## src/rtl/md5_pkg.sv

```systemverilog
`default_nettype none
// +----------------------------------------------------------------------+
// | md5_pkg: shared MD5 block constants, charset and builder state enum  |
// | Revision: 1.0                                                         |
// +----------------------------------------------------------------------+
package md5_pkg;

   localparam int          BLOCK_W      = 512;
   localparam logic [7:0]  MD5_PAD_BYTE = 8'h80;
   localparam int          BASE         = 26;
   localparam logic [7:0]  BASE_CHAR    = 8'h61;

   typedef enum logic [1:0] {
      IDLE    = 2'd0,
      CONVERT = 2'd1,
      HOLD    = 2'd2
   } state_t;

   // Everything in the block except the characters: pad byte and 64-bit bit length.
   function automatic logic [BLOCK_W-1:0] pad_tail(input int pw_len);
      logic [BLOCK_W-1:0] blk;
      blk                     = '0;
      blk[8*pw_len +: 8]      = MD5_PAD_BYTE;
      blk[BLOCK_W-1 -: 64]    = 64'(pw_len * 8);
      return blk;
   endfunction

endpackage
`default_nettype wire

```

## src/rtl/candidate_builder_radix_digit.sv

```systemverilog
`default_nettype none
// +----------------------------------------------------------------------+
// | radix_digit: combinational divide by a constant radix                |
// | Revision: 1.0                                                         |
// +----------------------------------------------------------------------+
module radix_digit #(
   parameter int IDX_W = 29,
   parameter int BASE  = 26
) (
   input  logic [IDX_W-1:0] dividend,
   output logic [IDX_W-1:0] quotient,
   output logic [IDX_W-1:0] remainder
);

   localparam logic [IDX_W-1:0] c_base = IDX_W'(BASE);

   assign quotient  = dividend / c_base;
   assign remainder = dividend % c_base;

endmodule
`default_nettype wire

```

## src/rtl/candidate_builder.sv

```systemverilog
`default_nettype none
// +----------------------------------------------------------------------+
// | candidate_builder: index -> lowercase password -> padded MD5 block   |
// | Revision: 1.0                                                         |
// +----------------------------------------------------------------------+
module candidate_builder #(
   parameter int         IDX_W     = 29,
   parameter int         PW_LEN    = 7,
   parameter int         BASE      = md5_pkg::BASE,
   parameter logic [7:0] BASE_CHAR = md5_pkg::BASE_CHAR
) (
   input  logic                        CLK,
   input  logic                        reset,
   input  logic [IDX_W-1:0]            in_index,
   input  logic                        in_valid,
   output logic                        in_ready,
   output logic [md5_pkg::BLOCK_W-1:0] out_block,
   output logic [IDX_W-1:0]            out_index,
   output logic                        out_valid,
   input  logic                        out_ready,
   output logic                        overflow,
   output logic                        busy
);
   import md5_pkg::*;

   localparam int                 K_W      = (PW_LEN > 1) ? $clog2(PW_LEN) : 1;
   localparam logic [K_W-1:0]     c_last_k = K_W'(PW_LEN - 1);
   localparam logic [BLOCK_W-1:0] c_pad    = pad_tail(PW_LEN);

   state_t                r_state;
   state_t                w_state_next;
   logic [IDX_W-1:0]      r_work;
   logic [IDX_W-1:0]      r_index;
   logic [K_W-1:0]        r_k;
   logic [8*PW_LEN-1:0]   r_chars;
   logic                  r_overflow;
   logic                  r_pad_en;
   logic [IDX_W-1:0]      w_quot;
   logic [IDX_W-1:0]      w_rem;
   logic                  w_unused_rem;

   radix_digit #(
      .IDX_W (IDX_W),
      .BASE  (BASE)
   ) u_radix_digit (
      .dividend  (r_work),
      .quotient  (w_quot),
      .remainder (w_rem)
   );

   // Only the low byte of the remainder can be nonzero.
   assign w_unused_rem = &{1'b0, w_rem};

   always_comb begin
      w_state_next = r_state;
      case (r_state)
         IDLE:    if (in_valid)          w_state_next = CONVERT;
         CONVERT: if (r_k == c_last_k)   w_state_next = HOLD;
         HOLD:    if (out_ready)         w_state_next = IDLE;
         default:                        w_state_next = IDLE;
      endcase
   end

   always_ff @(posedge CLK) begin
      if (!reset) begin
         r_state    <= IDLE;
         r_work     <= '0;
         r_index    <= '0;
         r_k        <= '0;
         r_chars    <= '0;
         r_overflow <= 1'b0;
         r_pad_en   <= 1'b0;
      end else begin
         r_state <= w_state_next;
         case (r_state)
            IDLE: begin
               if (in_valid) begin
                  r_work   <= in_index;
                  r_index  <= in_index;
                  r_k      <= '0;
                  r_pad_en <= 1'b1;
               end
            end
            CONVERT: begin
               // Least-significant digit is produced first and lands in the last character.
               r_work                                 <= w_quot;
               r_chars[8*(PW_LEN-1-int'(r_k)) +: 8]   <= BASE_CHAR + 8'(w_rem);
               r_k                                    <= r_k + 1'b1;
               if ((r_k == c_last_k) && (w_quot != '0))
                  r_overflow <= 1'b1;
            end
            default: ;
         endcase
      end
   end

   // Gated by reset so the upstream never sees ready while the block is held in reset.
   assign in_ready  = (r_state == IDLE) && reset;
   assign out_valid = (r_state == HOLD);
   assign busy      = (r_state != IDLE);
   assign overflow  = r_overflow;
   assign out_index = r_index;
   assign out_block = BLOCK_W'(r_chars) | (r_pad_en ? c_pad : '0);

endmodule
`default_nettype wire

```

## config.mk

```make
export PLATFORM = sky130hd
export DESIGN_NAME = candidate_builder
export DESIGN_NICKNAME = d
export VERILOG_FILES = /design/src/rtl/md5_pkg.sv /design/src/rtl/candidate_builder_radix_digit.sv /design/src/rtl/candidate_builder.sv
export SDC_FILE = /design/constraint.sdc
export NUM_CORES = 1
export LEC_CHECK = 0
export BUFFER_PORTS_ARGS = -buffer_cell sky130_fd_sc_hd__clkbuf_2
export CAP_MARGIN = 20
export CORE_AREA = 2 2 224 226
export CTS_BUF_LIST = sky130_fd_sc_hd__clkbuf_4 sky130_fd_sc_hd__clkbuf_8
export DETAILED_ROUTE_END_ITERATION = 10
export DIE_AREA = 0 0 226 228
export HOLD_SLACK_MARGIN = 0.12
export PLACE_DENSITY = 0.5
export SKIP_LAST_GASP = 1
export SLEW_MARGIN = 40
export SYNTH_ARGS = -nofsm -noshare
export SYNTH_HDL_FRONTEND = slang
export SYNTH_SLANG_ARGS = --single-unit
export TNS_END_PERCENT = 5
```

## constraint.sdc

```tcl
create_clock -name CLK -period 16.4 [get_ports CLK]
set_input_delay 3.28 -clock CLK [delete_from_list [all_inputs] [get_ports CLK]]
set_output_delay 3.28 -clock CLK [all_outputs]
set_load 0.1 [all_outputs]
```

==> results.md, run 1 <==
* Status: complete, no violations
* Top post-synthesis cells by area: buf_4 24%, dfxtp_1 16%, nand2_1 5.5%
* Initial core utilization at 30.0%
* Met3 Use GR at 4.39%
* DRC viols at 0
* GR met2 Demand/Resource at 26.0%
* Final hold vios at 0
* Pre-antenna DRT Iters at 7
* TritonCTS clock tree: built
* Worst-Skew Late Latency at 0.53 ns
* Global route total overflow at 0
* H-Tree Depth at 4
* Core Region at 49300 sq um
* CP max stage delay at 0.61 ns
* Post-Syn Area per Cell at 7.33 sq um
* Pin count of the biggest net entering global routing at 81
* CP required at 16.83 ns
* Sum Neg Setup Slack at 0 ns
* Post-synth top flop: dfxtp_1
* Post-synth top area share at 23.5%
* Leading area contributor after synthesis: buf_4
* Post-DP HPWL at 32.9 mm
* Io pins at 578
* Fin crit share at 94.5%
* Clk sinks at 121
* Worst slew pin tran at 0.814 ns
* Slew Viols, Final at 0
* CTS buffer count at 17
* Synth Register Bits at 121
* Post-DRT Antenna Nets at 0
* Mapped Cells at 2018
* RePlAce Congestion at 0.940
* Vias/cell at 4.96
* Most frequent CP cell: or3_1
* Layout area overhead at 2.17%
* Drt total wl at 44.6 mm
* Die area at 51500 sq um
* Top post-synthesis cells by count: 463 x buf_4, 217 x nand2_1, 142 x a21oi_1
* Clock Tree Buf Depth at 2
* Via count at 13900
* Root Driver: clkbuf_8
* Post-route clock skew at 0.0207 ns
* Met1 Use GR at 21.3%
* Antenna violations before repair at 1
* Die Wd at 226 um
* Routed wire per std cell at 15.9 um
* Vias in the first global route at 12000
* IO Port Bufs at 125
* Rel. slew slack at 45.6%
* Gr busiest metal: met2
* Asr flop ratio synth at 0%
* First-pass GRT wire length at 67.6 mm
* CP Max Fanout at 13
* Most common cell in the synthesized netlist: buf_4
* Antenna diodes at 0
* Yosys warns at 0
* Crit path time final at 15.51 ns
* Die height at 228 um
* Worst-path clk slew at 0.09 ns
* Max Freq at 0.0645 GHz
* Iteration-0 DRC Markers at 1138
* Synth unique cells at 135
* Layout cells sized above 1 at 17.2%
* Max-cap violations at 0
* Fillers at 5394
* Slowest-stage cell, CP: or4_4
* EDFF count, synth at 0
* CTS Hold Buffers Added at 0
* Hold Path Class: reg2reg
* Worst setup SP type: register
* Layout Nets at 2161
* CP arrival at 15.93 ns
* Final setup viols at 0
* Seq/Total Area, Yosys at 16.4%
* Mapped Area at 14800 sq um
* Worst setup path class: reg2reg
* Total GRT Usage at 16.4%
* Crit. End Element: register
* Num rows at 82
==> cell type report <==
class,instances,area [sq um],area share [%]
Multi-Input combinational cell,1754,10200,67.5
Clock buffer,18,248,1.64
Clock inverter,13,169,1.12
Sequential cell,121,2430,16.1
Timing Repair Buffer,186,1090,7.20
Tap cell,672,841,5.56
Inverter,35,134,0.886
==> repair_timing <==
item,4_1_cts,5_1_grt
setup buffers,0,12
setup endpoints to repair,0,51
gates resized for setup,0,42
==> registers in the layout, indices dropped and copies added, names as in the netlist <==
signal	cells
r_k	3
r_chars	56
r_state	2
r_work	29
overflow	1
out_index	29
r_pad_en	1
==> layer usage <==
| metal | vias to the layer above | wire length [um] |
|---|---|---|
| met1 | 6556 | 19200 |
| met5 | - | 13 |
| met2 | 684 | 20600 |
| li1 | 6576 | - |
| met3 | 71 | 3810 |
| met4 | 2 | 956 |
==> worst max-delay path: cells and delay by family, from the launching register on <==
| family | cells | cell delay [ns] |
|---|---|---|
| AND/OR/NAND/NOR | 22 | 6.12 |
| AO/OA/AOI/OAI | 23 | 6.11 |
| multiplexers | 3 | 1.20 |
| buffers and inverters | 3 | 0.56 |
| XOR/XNOR | 4 | 0.55 |
| adder cells (fa/ha/maj) | 2 | 0.45 |
| flip-flops | 1 | 0.39 |
==> placed cells by master, fill, tap and decap left out, types with 23 or more instances in the layout <==
cell,synthesis,layout
a31oi_1,40,39
nor2_1,132,128
conb_1,1,452
and2_1,28,25
a21oi_1,142,139
clkbuf_2,1,125
dfxtp_1,121,114
o21ai_1,24,23
inv_1,31,31
nand3_1,74,73
buf_4,463,60
o21ai_0,55,55
o211ai_1,34,34
nor3_1,51,49
nand2_1,217,217
==> cell families after synthesis <==
group           count (synthesis)  share of synthesized area, %
fa+ha+maj                      13                          1.10
simple gates                  658                          22.0
flops                         121                          16.4
compound gates                571                          28.8
other cells                     1                        0.0254
buf+inv                       594                          27.4
mux                            31                          2.28
xor+xnor                       29                          2.00
==> final timing paths <==
kind	start	end	slack, ns	cells after the start
worst max-delay path	r_work[24]	r_chars[12]	0.89	57
worst min-delay path	out_index[14]	out_index[14]	0.45	2
worst max register to register	r_work[24]	r_chars[12]	0.89	57
worst min register to register	out_index[14]	out_index[14]	0.45	2
==> per-stage QoR <==
stage / instance area (sq um) / util, % / setup slack, ns / hold slack [ns] / std cells
after floorplan: 16500 / - / 2.63 / 0.500 / 2469
after global placement: 14400 / 29.2 / 0.401 / 0.442 / 2756
after detailed placement: 14400 / 29.2 / 0.439 / 0.446 / 2756
after CTS: 14800 / 30.1 / 0.372 / 0.458 / 2787
after global routing: 15100 / 30.6 / -0.0207 / 0.471 / 2799
final: 15100 / 30.6 / 0.895 / 0.454 / 2799
Power of run 1 is not shown: default switching activity piles up to over one toggle a cycle in this logic, so the estimate is an artifact.
==> run 2, diff against run 1 <==
Settings changed: ABC_AREA from default to 1, CORE_AREA 2 2 224 226 to 2 2 222 224, DIE_AREA 0 0 226 228 to 0 0 224 226, PLACE_DENSITY 0.5 to 0.43.
==> run 2 against run 1 <==
Design area shrank 26%. Worst setup slack gained 2.9 ns. First-iteration DRC count shrank 71%. Utilization shrank 7.4 points. Largest cell class unchanged. Highest routed layer unchanged.
==> results.md, run 2 <==
* Status: complete, no violations
* Most common cell after layout, fill and taps aside: conb_1
* Fillers at 5422 (+0.52%)
* Met3 Use GR at 1.95% (-2.4 points)
* Simple-Gate Fraction of Synth Area at 29.2% (+7.2 points)
* Worst setup path class: reg2reg
* Vias in the first global route at 7789 (-35%)
* Io pins at 578 (unchanged)
* Routed wire per std cell at 11.3 um (-29%)
* Drt total wl at 27.0 mm (-39%)
* TritonCTS clock tree: built
* CTS Hold Buffers Added at 0 (unchanged)
* RePlAce Congestion at 0.809 (-14%)
* Root Driver: clkbuf_8
* Num rows at 81 (-1.2%)
* Start point of the worst hold path: out_index[0]
* CP Max Fanout at 11 (-2)
* Top post-synthesis cells by count: 459 x buf_4, 298 x nand2_1, 121 x dfxtp_1
* Worst r2r dst: r_chars[14]
* IO Port Bufs at 125 (unchanged)
* Mapped Cells at 1637 (-19%)
* Crit-path leading delay family: simple AND/OR/NAND/NOR gates
* Global route total overflow at 0 (unchanged)
* Worst slew pin tran at 0.751 ns (-0.0629 ns)
* Slew Viols, Final at 0 (unchanged)
* Final hold vios at 0 (unchanged)
* Largest Register: r_chars
* Layout cells sized above 1 at 19.9% (+2.7 points)
* Rel. slew slack at 49.5% (+3.9 points)
* Antenna violations before repair at 2 (+1)
* First-pass GRT wire length at 40.8 mm (-40%)
* Worst-path clk slew at 0.09 ns (about the same)
* Post-Syn Area per Cell at 6.90 sq um (-5.8%)
* Leading area contributor after synthesis: buf_4
* Crit path time final at 12.65 ns (-2.85 ns)
* Layout area overhead at -0.598%
* Asr flop ratio synth at 0% (unchanged)
* Die Wd at 224 um (-0.88%)
* Seq/Total Area, Yosys at 21.4% (+5.1 points)
* CTS buffer count at 17 (unchanged)
* Die height at 226 um (-0.88%)
* Synth Area in XOR/XNOR at 2.00% (+0.0081 points)
* Post-synth top flop: dfxtp_1
* Die area at 50600 sq um (-1.8%)
* Layout Nets at 1793 (-17%)
* Post-synth top area share at 30.5% (+7.0 points)
* Reg2Reg Launch Point: r_work[26]
* Max Freq at 0.0790 GHz (+23%)
* Hold path depth at 2 (unchanged)
* Synth Register Bits at 121 (unchanged)
* RSZ-0062 raised after global routing: false
* Most frequent CP cell: nand2_2
* Most common cell in the synthesized netlist: buf_4
* CP required at 16.82 ns (about the same)
* Sum Neg Setup Slack at 0 ns (unchanged)
* R2R Setup Slk at 3.75 ns (+2.85 ns)
* CP Buf/Inv Count at 7 (+4)
* Max reg flops at 56 (unchanged)
* Vias/cell at 3.75 (-24%)
* Largest family of logic cells by synthesized area: buffers and inverters
* H-Tree Depth at 4 (unchanged)
* Post-Synth Adder-Cell Area at 1.44% (+0.34 points)
* GR met2 Demand/Resource at 17.9% (-8.1 points)
* Via count at 8940 (-36%)
* Iteration-0 DRC Markers at 329 (-71%)
* Pre-antenna DRT Iters at 4 (-3)
* Fin crit share at 77.1% (-17 points)
* Worst setup SP type: register
* Post-DP HPWL at 20.8 mm (-37%)
* Worst r2r path cells at 116 (+100%)
* Most frequent cells in the layout: 452 x conb_1, 298 x nand2_1, 125 x clkbuf_2
* Mux contribution to synthesized area at 0% (-2.3 points)
* Total GRT Usage at 10.1% (-6.2 points)
* Core Region at 48300 sq um (-2.0%)
* Yosys warns at 0 (unchanged)
* Setup bufs post-CTS at 0 (unchanged)
* DRC viols at 0 (unchanged)
* Worst-Skew Late Latency at 0.48 ns (-0.05 ns)
* Top post-synthesis cells by area: buf_4 31%, dfxtp_1 21%, nand2_1 9.9%
* CP arrival at 13.07 ns (-2.86 ns)
* Final setup viols at 0 (unchanged)
* Synth unique cells at 45 (-67%)
* Clk sinks at 121 (unchanged)
* Hold path endpoint: out_index[0]
* Hold Path Class: reg2reg
* CP max stage delay at 0.43 ns (-0.18 ns)
* Post-route clock skew at 0.0112 ns (-0.00947 ns)
* Gr busiest metal: met2
* Max-cap violations at 0 (unchanged)
* Post-cts sizing count at 0 (unchanged)
* EDFF count, synth at 0 (unchanged)
* Complex-gate fraction of the synthesized area at 9.78% (-19 points)
* Met1 Use GR at 12.2% (-9.1 points)
* Initial core utilization at 23.4% (-6.6 points)
* Slowest-stage cell, CP: dfxtp_1
* Clock Tree Buf Depth at 2 (unchanged)
* Post-DRT Antenna Nets at 0 (unchanged)
* Mapped Area at 11300 sq um (-24%)
* Pin count of the biggest net entering global routing at 47 (-42%)
* Crit. End Element: register
==> run 2: routing by layer <==
metal | up-vias | part of all wire, %
li1 | 4537 | -
met2 | 287 | 50
met3 | 29 | 5.3
met5 | - | 0.096
met1 | 4083 | 43
met4 | 4 | 1.8
==> run 2: worst max path at each step <==
stage / start / to / slack (ns) / cells after the start
after floorplan: r_work[26] / r_chars[44] / 5.49 / 127
after global placement: r_work[26] / overflow / 3.82 / 110
after detailed placement: r_work[26] / overflow / 3.58 / 116
after CTS: r_work[25] / overflow / 3.53 / 116
after global routing: r_work[26] / r_chars[44] / 1.88 / 120
final: r_work[26] / r_chars[14] / 3.75 / 116
==> run 2: cell families after synthesis <==
group,count (synthesis)
flops,121
simple gates,656
fa+ha+maj,13
compound gates,205
xor+xnor,25
buf+inv,616
other cells,1
==> run 2: layout make-up <==
| cell class | count | area [sq um] | share of cell area [%] |
|---|---|---|---|
| Multi-Input combinational cell | 1351 | 6530 | 58.2 |
| Sequential cell | 121 | 2420 | 21.6 |
| Clock inverter | 14 | 111 | 0.992 |
| Clock buffer | 18 | 241 | 2.15 |
| Inverter | 125 | 469 | 4.18 |
| Antenna cell | 1 | 2.50 | 0.0223 |
| Timing Repair Buffer | 131 | 671 | 5.97 |
| Tap cell | 622 | 778 | 6.93 |
==> run 2: stage by stage <==
step	util, %	hold WS, ns	cell area [sq um]	setup WS (ns)	cells
6_report	23.2	0.469	11200	3.75	2383
5_1_grt	23.2	0.487	11200	1.88	2382
4_1_cts	23.2	0.471	11200	3.53	2382
3_5_place_dp	22.5	0.459	10900	3.58	2350
3_3_place_gp	22.4	0.452	10800	3.82	2350
2_1_floorplan	-	0.478	13000	5.49	2088
==> run 2: tightest hold or removal path: stages, from the launching register on <==
cell and delay [ns]:
dfxtp_1 0.31, nand2_1 0.06, a21oi_1 0.05
Power of run 2 is left out for the same reason.
==> run 3, diff against run 2 <==
Clock period 16.4 ns to 12.5 ns, I/O delays scaled along.
==> run 3 against run 2 <==
Clock skew rose by 0.0029 ns. Non-clock buffer count up 73. Worst setup slack got worse by 3.7 ns. Flip-flop and latch count stayed put. Critical endpoint is now r_chars[12]. Maximum frequency rose by 1.5%. Critical path type unchanged. Utilization rose by 3.7 points. Register-to-register slack worse by 3.7 ns.
==> results.md, run 3 (same netlist as run 2, synthesis figures left out) <==
* Reg2Reg Launch Point: r_work[25]
* DRC viols at 0 (unchanged)
* Rel. slew slack at 52.6% (+3.0 points)
* CP Buf/Inv Count at 3 (-4)
* First-pass GRT wire length at 41.2 mm (+0.88%)
* Via count at 9415 (+5.3%)
* Die Wd at 224 um (unchanged)
* Layout area overhead at 15.2%
* Core Region at 48300 sq um (unchanged)
* Post-DP HPWL at 20.9 mm (+0.65%)
* Post-DRT Antenna Nets at 0 (unchanged)
* Most frequent cells in the layout: 452 x conb_1, 227 x nand2_1, 125 x clkbuf_2
* Max-cap violations at 0 (unchanged)
* Total GRT Usage at 10.3% (+0.14 points)
* Worst-path clk slew at 0.09 ns (about the same)
* H-Tree Depth at 4 (unchanged)
* Antenna violations before repair at 2 (unchanged)
* Global route total overflow at 0 (unchanged)
* Final hold vios at 0 (unchanged)
* Clock Tree Buf Depth at 2 (unchanged)
* Pre-CTS setup slack at -0.361 ns (-3.94 ns)
* RSZ-0062 raised after global routing: true
* Post-route insts no fill at 2455 (+3.0%)
* Clk sinks at 121 (unchanged)
* Most common cell after layout, fill and taps aside: conb_1
* CP required at 12.93 ns (-3.89 ns)
* Post-route clock skew at 0.0141 ns (+0.00287 ns)
* Worst slew pin tran at 0.706 ns (-0.0452 ns)
* Status: complete, no violations
* Post-route setup slack at 0.0390 ns (-3.71 ns)
* Antenna diodes at 0 (-1)
* Crit. End Element: register
* Io pins at 578 (unchanged)
* CP max stage delay at 0.37 ns (-0.06 ns)
* Slowest-stage cell, CP: dfxtp_4
* IO Port Bufs at 125 (unchanged)
* TritonCTS clock tree: built
* Max reg flops at 56 (unchanged)
* Design area at 13000 sq um (+16%)
* Drt total wl at 29.6 mm (+9.7%)
* Fin crit share at 99.7% (+23 points)
* Crit-path leading delay family: simple AND/OR/NAND/NOR gates
* CP Max Fanout at 7 (-4)
* R2R Setup Slk at 0.04 ns (-3.71 ns)
* Worst setup path class: reg2reg
* Vias/cell at 3.84 (+2.2%)
* Slew Viols, Final at 0 (unchanged)
* Routed wire per std cell at 12.1 um (+6.5%)
* Max Freq at 0.0803 GHz (+1.5%)
* Worst Hold Slack at 0.469 ns (-0.000222 ns)
* Die height at 226 um (unchanged)
* Hold Path Class: reg2reg
* Root Driver: clkbuf_8
* Die area at 50600 sq um (unchanged)
* Critical Path Start: r_work[25]
* Pin count of the biggest net entering global routing at 47 (unchanged)
* CTS buffer count at 17 (unchanged)
* Cell Area, Placed at 10900 sq um (unchanged)
* Num rows at 81 (unchanged)
* RePlAce Congestion at 0.808 (about the same)
* CTS Hold Buffers Added at 0 (unchanged)
* Worst setup SP type: register
* Layout cells sized above 1 at 31.8% (+12 points)
* Final setup viols at 0 (unchanged)
* Vias in the first global route at 7883 (+1.2%)
* Most frequent CP cell: nand2_4
* Crit path time final at 12.46 ns (-0.192 ns)
* Start point of the worst hold path: out_index[3]
* Placed Cells at 2350 (unchanged)
* Worst-Skew Late Latency at 0.49 ns (about the same)
* Largest Register: r_chars
* Pre-antenna DRT Iters at 5 (+1)
* Initial core utilization at 23.4% (unchanged)
* Layout Nets at 1866 (+4.1%)
* CP arrival at 12.89 ns (-0.18 ns)
* Iteration-0 DRC Markers at 343 (+4.3%)
-- run 3: final cells by class --
class                           instances  area [sq um]
Fill cell                            5307         35300
Clock inverter                         15           180
Multi-Input combinational cell       1351          7650
Timing Repair Buffer                  204          1250
Clock buffer                           17           234
Inverter                              125           477
Sequential cell                       121          2440
Tap cell                              622           778
-- run 3: repair_timing --
action	CTS	global route
gates resized for setup	19	261
setup buffers	4	69
setup endpoints to repair	34	51
pin swaps	6	122
-- run 3: per-stage QoR --
stage               util, %  TNS [ns]
CTS                    23.5         0
global route           26.9    -34.59
global placement       22.4   -0.0935
floorplan                 -         0
detailed placement     22.5     -2.12
finish                 26.9         0
-- run 3: worst min-delay path: stages, from the launching register on --
cell and delay, ns:
dfxtp_1 0.32, nand2_1 0.06, a21oi_1 0.05
-- run 3: path summary, 6_finish.rpt --
kind	end	depth (start not counted)
worst max-delay path	r_chars[12]	126
worst min-delay path	out_index[3]	2
worst max register to register	r_chars[12]	126
worst min register to register	out_index[3]	2
-- run 3: metal layers --
layer  track usage, %  vias up  part of all wire, %
met5                0        -                0.071
met4             4.22        4                  2.2
met3             1.85       42                  4.1
met2             18.0      313                   53
met1             12.4     4375                   41
li1                 -     4681                    -
Power of run 3 is left out for the same reason.
